==> src/rtl/imm_gen_stage.sv <==
// Registered immediate/target generator between decode and execute.
// A main register drives the outputs and a skid register absorbs one extra entry under back-pressure.
module imm_gen_stage #(
  parameter int XLEN   = 32,
  parameter int MODE_W = 3
) (
  input  logic              clk,
  input  logic              rst,
  input  logic              flush,
  input  logic              in_valid,
  output logic              in_ready,
  input  logic [31:0]       in_ir,
  input  logic [XLEN-1:0]   in_pc,
  input  logic [MODE_W-1:0] in_mode,
  output logic              out_valid,
  input  logic              out_ready,
  output logic [XLEN-1:0]   out_imm,
  output logic              out_err,
  output logic [1:0]        dbg_state
);

  // Handshake: a transfer happens on a rising edge where valid and ready are both high;
  // the in side and the out side are independent, and out_imm/out_err hold while stalled.

  typedef enum logic [1:0] {
    ST_EMPTY = 2'd0,
    ST_ONE   = 2'd1,
    ST_TWO   = 2'd2
  } state_e;

  state_e            state_q;
  logic              in_ready_q;
  logic              out_valid_q;
  logic [XLEN-1:0]   main_imm_q;
  logic              main_err_q;
  logic [XLEN-1:0]   skid_imm_q;
  logic              skid_err_q;

  logic [XLEN-1:0]   pc4;
  logic [XLEN-1:0]   sext;
  logic [XLEN-1:0]   gen_imm_d;
  logic              gen_err_d;
  logic              acc_in;
  logic              acc_out;

  assign pc4  = in_pc + XLEN'(4);
  assign sext = {{(XLEN-16){in_ir[15]}}, in_ir[15:0]};

  // Any code above 6 (including out-of-range codes for wider MODE_W) is illegal.
  always_comb begin
    gen_imm_d = '0;
    gen_err_d = 1'b0;
    case (in_mode)
      MODE_W'(0): gen_imm_d = XLEN'(in_ir[15:0]);
      MODE_W'(1): gen_imm_d = sext;
      MODE_W'(2): gen_imm_d = XLEN'(in_ir[10:6]);
      MODE_W'(3): gen_imm_d = '0;
      MODE_W'(4): gen_imm_d = sext << 16;
      MODE_W'(5): gen_imm_d = pc4 + (sext << 2);
      MODE_W'(6): gen_imm_d = {pc4[XLEN-1:28], in_ir[25:0], 2'b00};
      default: begin
        gen_imm_d = '0;
        gen_err_d = 1'b1;
      end
    endcase
  end

  assign acc_in  = in_valid & in_ready_q;
  assign acc_out = out_valid_q & out_ready;

  always_ff @(posedge clk) begin
    if (rst) begin
      state_q     <= ST_EMPTY;
      in_ready_q  <= 1'b0;
      out_valid_q <= 1'b0;
      main_imm_q  <= '0;
      main_err_q  <= 1'b0;
      skid_imm_q  <= '0;
      skid_err_q  <= 1'b0;
    end else if (flush) begin
      state_q     <= ST_EMPTY;
      in_ready_q  <= 1'b1;
      out_valid_q <= 1'b0;
    end else begin
      case (state_q)
        ST_EMPTY: begin
          in_ready_q <= 1'b1;
          if (acc_in) begin
            main_imm_q  <= gen_imm_d;
            main_err_q  <= gen_err_d;
            out_valid_q <= 1'b1;
            state_q     <= ST_ONE;
          end
        end
        ST_ONE: begin
          if (acc_in && !acc_out) begin
            skid_imm_q <= gen_imm_d;
            skid_err_q <= gen_err_d;
            in_ready_q <= 1'b0;
            state_q    <= ST_TWO;
          end else if (acc_in && acc_out) begin
            main_imm_q <= gen_imm_d;
            main_err_q <= gen_err_d;
            in_ready_q <= 1'b1;
          end else if (acc_out) begin
            out_valid_q <= 1'b0;
            in_ready_q  <= 1'b1;
            state_q     <= ST_EMPTY;
          end else begin
            in_ready_q <= 1'b1;
          end
        end
        ST_TWO: begin
          // in_ready is low here, so only the output side can move.
          if (acc_out) begin
            main_imm_q <= skid_imm_q;
            main_err_q <= skid_err_q;
            in_ready_q <= 1'b1;
            state_q    <= ST_ONE;
          end
        end
        default: begin
          state_q     <= ST_EMPTY;
          out_valid_q <= 1'b0;
          in_ready_q  <= 1'b1;
        end
      endcase
    end
  end

  assign in_ready  = in_ready_q;
  assign out_valid = out_valid_q;
  assign out_imm   = main_imm_q;
  assign out_err   = main_err_q;
  assign dbg_state = state_q;

endmodule

==> config.mk <==
export PLATFORM = sky130hd
export DESIGN_NAME = imm_gen_stage
export DESIGN_NICKNAME = d
export VERILOG_FILES = /design/src/rtl/imm_gen_stage.sv
export SDC_FILE = /design/constraint.sdc
export NUM_CORES = 1
export LEC_CHECK = 0
export CAP_MARGIN = 20
export CORE_UTILIZATION = 44
export DETAILED_ROUTE_END_ITERATION = 16
export GPL_ROUTABILITY_DRIVEN = 0
export PLACE_DENSITY = 0.69
export SLEW_MARGIN = 20
export SYNTH_ARGS = -nofsm -noshare
export SYNTH_HDL_FRONTEND = slang
export SYNTH_SLANG_ARGS = --single-unit
==> constraint.sdc <==
create_clock -name clk -period 7.9 [get_ports clk]
set_input_delay 0.79 -clock clk [delete_from_list [all_inputs] [get_ports clk]]
set_output_delay 0.79 -clock clk [all_outputs]
set_load 0.02 [all_outputs]
After elaboration in Yosys (flattened, before gate mapping)
Index checks and enable logic that the tools add are counted.
- $add $sub $neg: 2
- eq/ne operators: 17
- multiplexer cells: 27
- bitwise gates (word level): 4
- reductions and logical operators: 12
- operators with widths (kind ; number):
    $pmux 32 s6 ; 1
    $mux 32 ; 4
    $pmux 32 s3 ; 1
    $add 32x3->32 const B ; 1
    $add 32x32->32 ; 1
    $mux 1 ; 12
    $ne 2x2->1 const B ; 6
    $mux 2 ; 5
    $eq 3x3->1 const B ; 3
    $ne 3x3->1 const B ; 3
    $reduce_or 7->1 ; 1
    $eq 3x2->1 const B ; 2
    $pmux 1 s3 ; 2
    $pmux 2 s3 ; 1
    $reduce_and 6->1 ; 1
    $reduce_and 5->1 ; 1
    $reduce_and 4->1 ; 1
    $eq 3x1->1 const B ; 1
    $logic_not 3->1 ; 1
    $reduce_and 3->1 ; 1
    $reduce_bool 3->1 ; 1
    $and 1x1->1 ; 2
    $eq 2x1->1 const B ; 1
    $eq 2x2->1 const B ; 1
    other kinds (6) ; 8
- register bits after elaboration: 70
- input port bits: 72
- output and inout port bits: 37
- logic and storage cells: 69

Depth between registers and ports, before layout
- depth in word-level cells: 6
- mapped depth: 18
- depth with buffers taken out: 17

Worst setup path after synthesis
Ideal clock, no wire load.
- path type: input port to flip-flop
- start point: in in_pc[5]
- end point: reg main_imm_q[28], in the netlist out_imm[28]
- setup time: 0.132 ns
- arrival time: 3.630 ns
- data required time: 7.768 ns
- setup slack: 4.138 ns
- cell stages on the path: 17
- path buffers: 1
- cells stage by stage: nand4_2 nor4b_4 and3_1 buf_4 nand2_1 nor2_1 xor2_1 ha_1 a21o_1 o21bai_1 a221oi_1 o21ai_0 or3_1 mux2i_1 o21ai_0 o21ai_1 a21oi_1
- longest elaborated chain between the ends: 6
- elaborated cells between the ends (all ways): 7
- classes of those cells: 2 x add/sub; 5 x mux
- ends and longest elaborated chain (what ; line ; text):
    from (decl) ; 13 ; input logic [XLEN-1:0] in_pc,
    $add 32x3->32 (*) ; 46 ; assign pc4 = in_pc + XLEN'(4);
    $add 32x32->32 ; 59 ; MODE_W'(5): gen_imm_d = pc4 + (sext << 2);
    $pmux 32 s6 (*) ; 53 ; case (in_mode)
    $mux 32 ; 101 ; end else if (acc_in && acc_out) begin
    $mux 32 ; 96 ; if (acc_in && !acc_out) begin
    $pmux 32 s3 (*) ; 85 ; case (state_q)
    to (signal assigned) ; 89 ; main_imm_q <= gen_imm_d;
    to (signal assigned) ; 102 ; main_imm_q <= gen_imm_d;
    to (signal assigned) ; 116 ; main_imm_q <= skid_imm_q;
    to (decl) ; 34 ; logic [XLEN-1:0] main_imm_q;
Mark *: on every way between the ends. The rest lies on a longest branch, timed or not. The select of a mux whose other input is x is not followed.
A chain may end at the register's enable or synchronous reset.

Final worst setup path
- start point: in in_pc[4]
- end point: reg main_imm_q[28], in the netlist out_imm[28]
Same word-level chain as after synthesis.

==> qor.csv <==
stage;metric;value;unit
floorplanning;die area;0.0137;mm2
setup_path;most used cell, CP;o21ai_0;
synth;Yosys cell types;75;
cts;CTS buffer count;9;
detailed_routing;WL final;17.2;mm
sta;fin crit period;4.83;ns
outcome;status;completed;
cts;cts hold-fix bufs;0;
synth;top cell type's share of synthesized area;24.0;%
synth;cell area after synthesis;0.00583;mm2
cts;post-CTS sizing;0;
grt;largest net degree at the start of global routing;58;
cts;Longest Clk Path Bufs;2;
detailed_routing;First-pass DRT Iterations;5;
cells_and_area;register area;0.00140;mm2
place;post-place instance area;0.00692;mm2
cells_and_area;diode count;0;
setup_path;critical-path maximum fanout;7;
setup_path;critical path's largest stage delay;0.59;ns
place;Cells after DPL;1017;
cells_and_area;final core utilization;56.8;%
cts;root buf cell;clkbuf_16;
cells_and_area;area grow syn2layout;24.4;%
sta;Slew headroom;31.6;%
floorplanning;Die Width;117;um
setup_path;WP data arrival;5.08;ns
synth;Async SR Flop Fraction;0;%
sta;crit share post-route;61.2;%
cells_and_area;final instance area;0.00725;mm2
floorplanning;die outline height;117;um
synth;Post-synth EDFFs;0;
grt;GRT overflow;0;
worst_hold_path;hold path startpoint;out_imm[19]$_SDFFE_PP0P_;
sta;setup ws final;3.07;ns
floorplanning;Starting Density;45.6;%
grt;GRT Resource Usage Total;25.6;%
cells_and_area;fin cells;1033;
detailed_routing;Vias/cell;5.89;
setup_path;CP Cell Sequence;clkdlybuf4s50_1, nand4_2, nor4b_4, and3_1, nand2_1, nor2_1, xor2_1, ha_1, a21o_1, o21bai_1, a221oi_1, o21ai_0, o21ai_0, o311ai_0, o21ai_0, o21ai_1, a21oi_1;
grt;vias in the first global route;5585;
detailed_routing;routed length per instance;16.6;um
job;maxcap violations;0;
sta;slew of the pin with the lowest slew margin;1.03;ns
cts;Clk pin slew, worst setup/hold paths;0.05;ns
grt;initial antenna violation count;0;
cts;worst skew pair latency;0.33;ns
setup_path;CP startpoint kind;input pin;
synth;Main synth FF type;dfxtp_1;
setup_path;R2R Path End;out_imm[31]$_SDFFE_PP0P_;
setup_path;Worst Path Required;8.15;ns
place;dpl ws;2.76;ns
detailed_routing;Residual DRC;0;
synth;Avg Cell Area, Syn;7.46;um2
detailed_routing;Via Count;6086;
synth;YS warnings;0;
synth;Synth Register Bits;70;
sta;setup violators final;0;
synth;top-count cell post-synth;nor2_1;
cells_and_area;multi-input logic area;0.00420;mm2
cells_and_area;layout cells sized above 1;6.85;%
setup_path;endpoint class of the critical path;flop;
floorplanning;FP Rows;41;
sta;fin. max-slew vios;0;
sta;Setup Skew;0.00311;ns
sta;setup repair after global routing missed its margin;false;
sta;Peak Freq;0.207;GHz
detailed_routing;initial DRC count;645;
floorplanning;IO Count;109;
cts;CTS tree;done;
setup_path;Buf/Inv on CP;1;
setup_path;Worst path slowest cell;clkdlybuf4s50_1;
cts;Max H-tree Level;3;
setup_path;critical setup path kind;input pin to flop;
synth;syn nets;890;
place;DP HPWL;13.2;mm
place;IO buf count;102;
pwr;Pwr per Cell Area;154;mW/mm2
cts;setup bufs post-CTS;0;
grt;first-pass GRT wire length;27.2;mm
setup_path;Worst R2R Setup Slack;5.29;ns
floorplanning;core area;0.0128;mm2
setup_path;CP delay by family, top;compound AO/OA/AOI/OAI gates;
pwr;Leak;2.70;nW
sta;Final Hold Viols;0;
synth;Seq/Total Area, Yosys;24.0;%
cts;Sink Count;70;
synth;main area contributors after synthesis;dfxtp_1, ha_1, nor2_1;
synth;cell taking the most area after synthesis;dfxtp_1;
pwr;Worst VDD drop;0.0000939;V
cells_and_area;fin nets;964;
synth;top post-synthesis cells by count;nor2_1, a21oi_1, dfxtp_1;
worst_hold_path;Hold WC Path Type;flop to flop;
worst_hold_path;WHS Path Cells;2;
worst_hold_path;Min-Delay Endpoint;out_imm[19]$_SDFFE_PP0P_;
setup_path;RR Startpoint;dbg_state[0]$_SDFFE_PP0P_;
sta;Post-Route Setup TNS;0;ns
setup_path;Reg2Reg Depth;8;
detailed_routing;Final ANT Viol Nets;0;
cells_and_area;FILL cells;1201;
synth;cells after synthesis;782;
[cell type report]
class	count	area share, %
clock buffers	10	3.30
clock inverters	6	1.17
inverters	16	0.828
multi-input cells	653	58.0
flip-flops and latches	70	19.3
well taps	172	2.97
repair buffers	106	14.4
[worst register-to-register path: stages (launching register included)]
cell	delay, ns
dfxtp_1	0.39
nand2b_1	0.12
buf_4	0.39
nor2_1	0.11
a21oi_1	0.21
or2_2	0.77
or3_1	0.23
o21ai_0	0.08
a211oi_1	0.22
[layer usage]
metal	part of all wire, %	GRT usage [%]	up-vias
li1	-	-	2997
met1	45	32.4	2810
met2	47	44.4	244
met3	6.1	3.30	35
met4	2.4	9.87	0
met5	0	0	-
[worst max path at each step]
stage | startpoint | to | slack (ns) | depth (start not counted)
6_report | in_pc[4] | out_imm[28]$_SDFFE_PP0P_ | 3.07 | 17
2_1_floorplan | in_pc[5] | out_imm[28]$_SDFFE_PP0P_ | 4.14 | 17
3_5_place_dp | in_pc[4] | out_imm[28]$_SDFFE_PP0P_ | 2.76 | 17
3_3_place_gp | in_pc[4] | out_imm[28]$_SDFFE_PP0P_ | 2.99 | 17
5_1_grt | in_pc[4] | out_imm[28]$_SDFFE_PP0P_ | 2.63 | 17
4_1_cts | in_pc[4] | out_imm[28]$_SDFFE_PP0P_ | 3.10 | 17
[sequential cells by signal, summed over array words and instances, names as in the netlist]
signal,cells
out_imm,32
out_err,1
skid_imm_q,32
out_valid,1
in_ready,1
dbg_state,2
skid_err_q,1
[through the flow]
step	power, mW	hold slack [ns]
3_3_place_gp	0.681	0.440
6_report	1.12	0.452
4_1_cts	1.12	0.455
3_5_place_dp	0.688	0.445
5_1_grt	1.17	0.476
2_1_floorplan	0.578	0.437
[cells by family after synthesis]
logic type | count (synthesis) | synth area share, %
and+or+nand+nor | 294 | 24.2
AOI/OAI and AO/OA | 259 | 29.8
DFF | 70 | 24.0
buffers and inverters | 59 | 4.01
xor gates and xnor gates | 51 | 7.79
adders and majority gates | 36 | 7.85
muxes | 13 | 2.27
[power breakdown]
group	switching [mW]	internal (mW)
logic	0.189	0.134
registers	0.00396	0.360
clock network	0.147	0.283
[placed cells by master, fill, tap and decap left out, drive strengths merged, types with 7 or more instances in the layout]
master	netlist	layout
a211oi	31	31
a21o	17	17
a21oi	77	77
a22oi	10	10
a31oi	9	9
and3	9	9
clkbuf	33	10
clkdlybuf4s50	0	101
dfxtp	70	70
ha	35	35
inv	15	15
mux2i	11	11
nand2	67	67
nand3	27	27
nand4	12	12
nor2	106	106
nor2b	9	9
nor3	27	27
o211ai	13	13
o21ai	60	60
o31ai	7	7
or2	7	7
xnor2	35	35
xor2	16	16
(Power assumes the default switching activity.)
